`src/rtl/uart_pkg.sv`:
```
`default_nettype none
// +----------------------------------------------------------------------+
// | uart_pkg : shared UART constants and state encodings (rx and tx)     |
// | Revision : 1.0                                                       |
// +----------------------------------------------------------------------+
package uart_pkg;

    localparam int DATA_BITS = 8;

    typedef enum logic [2:0] {
        IDLE      = 3'd0,
        START_CHK = 3'd1,
        DATA      = 3'd2,
        STOP      = 3'd3,
        BREAK     = 3'd4
    } rx_state_e;

    localparam logic [1:0] TX_IDLE  = 2'd0;
    localparam logic [1:0] TX_START = 2'd1;
    localparam logic [1:0] TX_DATA  = 2'd2;
    localparam logic [1:0] TX_STOP  = 2'd3;

endpackage : uart_pkg
`default_nettype wire

```
`src/rtl/sync_2ff.sv`:
```
`default_nettype none
// +----------------------------------------------------------------------+
// | sync_2ff : two-flop synchronizer for a single asynchronous input     |
// | Revision : 1.0                                                       |
// +----------------------------------------------------------------------+
module sync_2ff #(
    parameter logic RESET_VAL = 1'b1
) (
    input  logic clk,
    input  logic rst_n,
    input  logic d_i,
    output logic q_o
);

    logic meta_q;
    logic sync_q;

    always_ff @(posedge clk or negedge rst_n) begin
        if (!rst_n) begin
            meta_q <= RESET_VAL;
            sync_q <= RESET_VAL;
        end else begin
            meta_q <= d_i;
            sync_q <= meta_q;
        end
    end

    assign q_o = sync_q;

endmodule : sync_2ff
`default_nettype wire

```
`src/rtl/uart_rx_fsm.sv`:
```
`default_nettype none
// +----------------------------------------------------------------------+
// | uart_rx_fsm : 8N1 UART receiver, mid-bit sampling, framing detect    |
// | Revision : 1.0                                                       |
// +----------------------------------------------------------------------+
module uart_rx_fsm
    import uart_pkg::*;
#(
    parameter int unsigned DIVISOR = 10
) (
    input  logic                 clk,
    input  logic                 RSTn,
    input  logic                 RX,
    output logic [DATA_BITS-1:0] data_out,
    output logic                 data_valid,
    output logic                 frame_err,
    output logic                 busy
);

    localparam logic [31:0] HALF_DIV  = 32'(DIVISOR >> 1);
    localparam logic [31:0] BAUD_LAST = 32'(DIVISOR - 1);
    localparam logic [31:0] HALF_LAST = HALF_DIV - 32'd1;

    logic                 rx_s;
    rx_state_e            state_q,  state_d;
    logic [31:0]          baud_q,   baud_d;
    logic [3:0]           bit_q,    bit_d;
    logic [DATA_BITS-1:0] shift_q,  shift_d;
    logic [DATA_BITS-1:0] data_q,   data_d;
    logic                 valid_q,  valid_d;
    logic                 ferr_q,   ferr_d;

    sync_2ff #(
        .RESET_VAL (1'b1)
    ) u_rx_sync (
        .clk   (clk),
        .rst_n (RSTn),
        .d_i   (RX),
        .q_o   (rx_s)
    );

    always_ff @(posedge clk or negedge RSTn) begin
        if (!RSTn) begin
            state_q <= IDLE;
            baud_q  <= '0;
            bit_q   <= '0;
            shift_q <= '0;
            data_q  <= '0;
            valid_q <= 1'b0;
            ferr_q  <= 1'b0;
        end else begin
            state_q <= state_d;
            baud_q  <= baud_d;
            bit_q   <= bit_d;
            shift_q <= shift_d;
            data_q  <= data_d;
            valid_q <= valid_d;
            ferr_q  <= ferr_d;
        end
    end

    always_comb begin
        state_d = state_q;
        baud_d  = baud_q;
        bit_d   = bit_q;
        shift_d = shift_q;
        data_d  = data_q;
        valid_d = 1'b0;
        ferr_d  = 1'b0;

        case (state_q)
            IDLE: begin
                baud_d = '0;
                bit_d  = '0;
                if (!rx_s) begin
                    state_d = START_CHK;
                end
            end

            // A start bit that is gone by mid-bit is treated as line noise.
            START_CHK: begin
                if (baud_q == HALF_LAST) begin
                    baud_d  = '0;
                    state_d = rx_s ? IDLE : DATA;
                end else begin
                    baud_d = baud_q + 32'd1;
                end
            end

            DATA: begin
                if (baud_q == BAUD_LAST) begin
                    baud_d                = '0;
                    shift_d[bit_q[2:0]]   = rx_s;
                    bit_d                 = bit_q + 4'd1;
                    if (bit_q == 4'(DATA_BITS - 1)) begin
                        state_d = STOP;
                    end
                end else begin
                    baud_d = baud_q + 32'd1;
                end
            end

            STOP: begin
                if (baud_q == BAUD_LAST) begin
                    baud_d = '0;
                    if (rx_s) begin
                        data_d  = shift_q;
                        valid_d = 1'b1;
                        state_d = IDLE;
                    end else begin
                        ferr_d  = 1'b1;
                        state_d = BREAK;
                    end
                end else begin
                    baud_d = baud_q + 32'd1;
                end
            end

            // Hold here until the line returns high so a stuck-low line cannot re-arm.
            BREAK: begin
                baud_d = '0;
                if (rx_s) begin
                    state_d = IDLE;
                end
            end

            default: begin
                state_d = IDLE;
            end
        endcase
    end

    assign data_out   = data_q;
    assign data_valid = valid_q;
    assign frame_err  = ferr_q;
    assign busy       = (state_q != IDLE);

endmodule : uart_rx_fsm
`default_nettype wire

```
`config.mk`:
```
export PLATFORM = sky130hd
export DESIGN_NAME = uart_rx_fsm
export DESIGN_NICKNAME = d
export VERILOG_FILES = /design/src/rtl/uart_pkg.sv /design/src/rtl/sync_2ff.sv /design/src/rtl/uart_rx_fsm.sv
export SDC_FILE = /design/constraint.sdc
export NUM_CORES = 1
export LEC_CHECK = 0
export CAP_MARGIN = 20
export CORE_AREA = 2 2 85 87
export CTS_CLUSTER_DIAMETER = 200
export DETAILED_ROUTE_END_ITERATION = 8
export DIE_AREA = 0 0 87 89
export PLACE_DENSITY = 0.63
export REMOVE_ABC_BUFFERS = 1
export SLEW_MARGIN = 25
export SYNTH_ARGS = -nofsm -noshare
export SYNTH_HDL_FRONTEND = slang
export SYNTH_HIERARCHICAL = 1
export SYNTH_SLANG_ARGS = --single-unit
```
`constraint.sdc`:
```
create_clock -name clk -period 2.6 [get_ports clk]
set_clock_uncertainty 0.05 [all_clocks]
set_input_delay 0.39 -clock clk [delete_from_list [all_inputs] [get_ports clk]]
set_output_delay 0.39 -clock clk [all_outputs]
set_load 0.005 [all_outputs]
```
==> flow_summary.yaml, run 1 <==
cts:
  clkLatencyLatePin_ns: 0.34
  htreeDepth: 3
  cts_resized: 0
  cts_tree: "done"
  cts_buffers: 9
  clk_pin_slew_ns: 0.07
  clockBufferDepth: 2
  numClockSinks: 59
  root_buffer: "clkbuf_8"
logic_synthesis:
  synth_edf_count: 0
  synth_flop_cell: "dfrtp_1"
  yosysWarnings: 6
  synth.cell_area_sq_um: 2980
  syn_inst: 289
  ys_types: 43
  avgSynthCellArea_sq_um: 10.3
  synth_seq_area_share: 0.496
  async_flop_share: 1.00
  synth-seq-cells: 59
final_layout:
  multi_input_area_sq_um: 1430
  area_growth_pct: 18.8
  nNetsFinal: 322
  n_antenna_cell: 0
  design_area_sq_um: 3540
  fill_cells: 594
  drive_gt1_frac: 0.194
  ff_latch_area_sq_um: 1480
critical_path:
  critPathCaptureType: "flip-flop"
  worstReg2RegStart: "baud_q[23]$_DFFE_PN0P_"
  critPathSlowestCell: "or4b_2"
  cp-start-kind: "flip-flop"
  path_max_fanout: 6
  crit_type: "reg2reg"
  worstPathRequired_ns: 2.81
  crit_start: "baud_q[23]$_DFFE_PN0P_"
  critPathMaxStageDelay_ns: 0.64
  path_cells: "nor4_1 -> nand3_1 -> or2_2 -> or4b_2 -> a21oi_1"
  cp.arrival_ns: 2.64
pwr:
  p_leak_uw: 0.00155
  combPwrFrac: 0.196
  sw_frac_of_total: 0.284
  switching_power_uw: 716
  p_int_uw: 1810
  power_density_nw_per_um2: 713
  vdd_drop_max_v: 0.000425
  sequentialPowerShare: 0.395
  p_clk_frac: 0.409
detailed_routing:
  wl_per_cell_um: 14.8
  vias: 2201
  ant_nets: 0
  routed_wl_um: 5940
  dr.pass1.iters: 4
  drc: 0
  vias_per_cell: 5.50
  first_iter_violations: 147
floorplan:
  pin_count: 14
  coreArea_sq_um: 6720
  initial_core_util: 0.444
  die_w_um: 87
  die-area_sq_um: 7740
  dieHeight_um: 89
  row_count: 30
place:
  gp_congestion: 0.771
  pre_cts_ws_ns: 0.204
  post_dp_cell_area_sq_um: 3280
  dp.final_hpwl_um: 4090
  numPortBuffers: 13
global_route:
  grt_pass1_vias: 2182
  grt_max_degree: 31
  grt_pass1_wl_um: 10500
  grtUsageTotal: 0.178
  grt_overflow_total: 0
  antenna_found_initial: 0
sta:
  finalCritPeriodShare: 0.937
  rsz0062_at_grt: "false"
  max-slew-margin-rel: 0.630
  max_freq_mhz: 410
  setup_viol: 0
  final-max-slew-violation-count: 0
  setup_slack_ns: 0.163
  timing.final.crit_period_ns: 2.44
  worst_slew_pin_slew_ns: 0.555
  hold_viol_final: 0
min_path:
  worstHoldStart: "u_rx_sync/meta_q$_DFF_PN1_"
  hp-class: "reg2reg"
flow_run:
  drv_cap: 0
outcome:
  status: "complete, no violations"
power by group through the flow:
stage               Clock, uW  Combinational [uW]  Sequential [uW]
floorplan                   0                 241             1040
global placement            0                 492             1010
detailed placement          0                 500             1020
CTS                      1060                 503              998
global route             1110                 560             1010
finish                   1030                 495              998
cell type report:
type | instances | area share
Inverter | 8 | 0.00848
Multi-Input combinational cell | 208 | 0.402
Sequential cell | 59 | 0.418
Tap cell | 80 | 0.0283
Clock inverter | 7 | 0.0350
Clock buffer | 9 | 0.0350
Timing Repair Buffer | 29 | 0.0735
layout by cell type (no fill, tap or decap), types with 2 or more instances in the layout:
master	Yosys	routed
dfrtp_1	57	57
nor2_1	36	36
nand2_1	19	19
mux2_2	17	17
xor2_1	16	16
nand3_1	15	15
buf_4	0	14
xnor2_1	12	12
clkdlybuf4s50_1	0	12
nor4_1	10	10
nand4_1	10	10
clkbuf_8	0	9
inv_1	8	8
and4_1	8	8
a21oi_1	6	6
o21ai_0	5	5
nand4b_1	5	5
nor3_1	4	4
and3_1	4	4
and2_1	4	4
ha_1	4	4
nand3b_1	3	3
nor3b_1	3	3
or3_1	3	3
bufinv_16	0	3
nor4b_1	3	2
or2_2	2	2
or4_4	2	2
o31ai_1	3	2
inv_6	0	2
dfstp_2	2	2
path summary, 6_finish.rpt:
check	to	slack, ns	cells after the start
setup / recovery	state_q[1]$_DFFE_PN0P_	0.16	5
hold / removal	u_rx_sync/q_o$_DFF_PN1_	0.31	0
setup reg to reg	state_q[1]$_DFFE_PN0P_	0.16	5
hold reg to reg	u_rx_sync/q_o$_DFF_PN1_	0.31	0
max in group asynchronous	u_rx_sync/q_o$_DFF_PN1_	1.27	3
min in group asynchronous	baud_q[30]$_DFFE_PN0P_	0.52	2
routing by layer:
metal	GRT usage	vias to the layer above	part of all wire	routed length, um
met2	0.282	37	0.47	2800
met5	0	-	0	0
met4	0.0881	0	0.020	120
li1	-	1080	-	-
met1	0.229	1076	0.47	2770
met3	0.0452	8	0.042	251
registers in the layout (all words and copies together), names as in the netlist:
| signal | cells |
|---|---|
| baud_q | 32 |
| bit_q | 4 |
| data_out | 8 |
| data_valid | 1 |
| frame_err | 1 |
| shift_q | 8 |
| state_q | 3 |
| u_rx_sync/meta_q | 1 |
| u_rx_sync/q_o | 1 |
critical path, delay by kind of cell (launching register included):
| family | cells | cell delay (ns) |
|---|---|---|
| AOI/OAI and AO/OA | 1 | 0.16 |
| DFF | 1 | 0.43 |
| and+or+nand+nor | 4 | 1.71 |
synth_stat cells, drive strengths merged (6+ instances only):
master,count,area [sq um]
dfrtp,57,1430
nor2,36,135
nand2,19,71.3
mux2,17,191
xor2,16,140
nand3,15,75.1
xnor2,12,105
clkbuf,11,41.3
nand4,10,62.6
nor4,10,62.6
and4,8,70.1
inv,8,30.0
a21oi,6,30.0
logic make-up after synthesis:
| logic type | count (synthesis) | synth area share |
|---|---|---|
| compound gates | 20 | 0.0436 |
| xor+xnor | 28 | 0.0822 |
| fa+ha+maj | 4 | 0.0168 |
| buf+inv | 22 | 0.0331 |
| flops | 59 | 0.496 |
| mux | 18 | 0.0675 |
| simple gates | 138 | 0.261 |
what timing repair did:
action / CTS / global route
hold endpoints to repair: 4 / 0
buffers inserted: 0 / 0
hold buffers: 1 / 0
metrics by stage:
stage / setup TNS [ns] / hold slack [ns] / util / total power, uW / std cells
6_report: 0 / 0.307 / 0.527 / 2530 / 400
5_1_grt: 0 / 0.315 / 0.527 / 2670 / 400
4_1_cts: 0 / 0.307 / 0.527 / 2560 / 400
3_5_place_dp: 0 / 0.297 / 0.489 / 1520 / 383
3_3_place_gp: 0 / 0.295 / 0.489 / 1510 / 383
2_1_floorplan: -20.44 / 0.0444 / - / 1280 / 275
Power figures use the tool's default switching activity.
==> inputs of run 2 (changes only) <==
CTS_CLUSTER_DIAMETER = unset   (was 200)
==> results of run 2 <==
Same layout as run 1: the final DEF is identical, and so are final timing and power.
==> inputs of run 3 (changes only) <==
CTS_CLUSTER_SIZE = 10   (was unset)
TNS_END_PERCENT = 100   (was unset)
==> results of run 3 <==
Same layout as run 1: the final DEF is identical, and so are final timing and power.
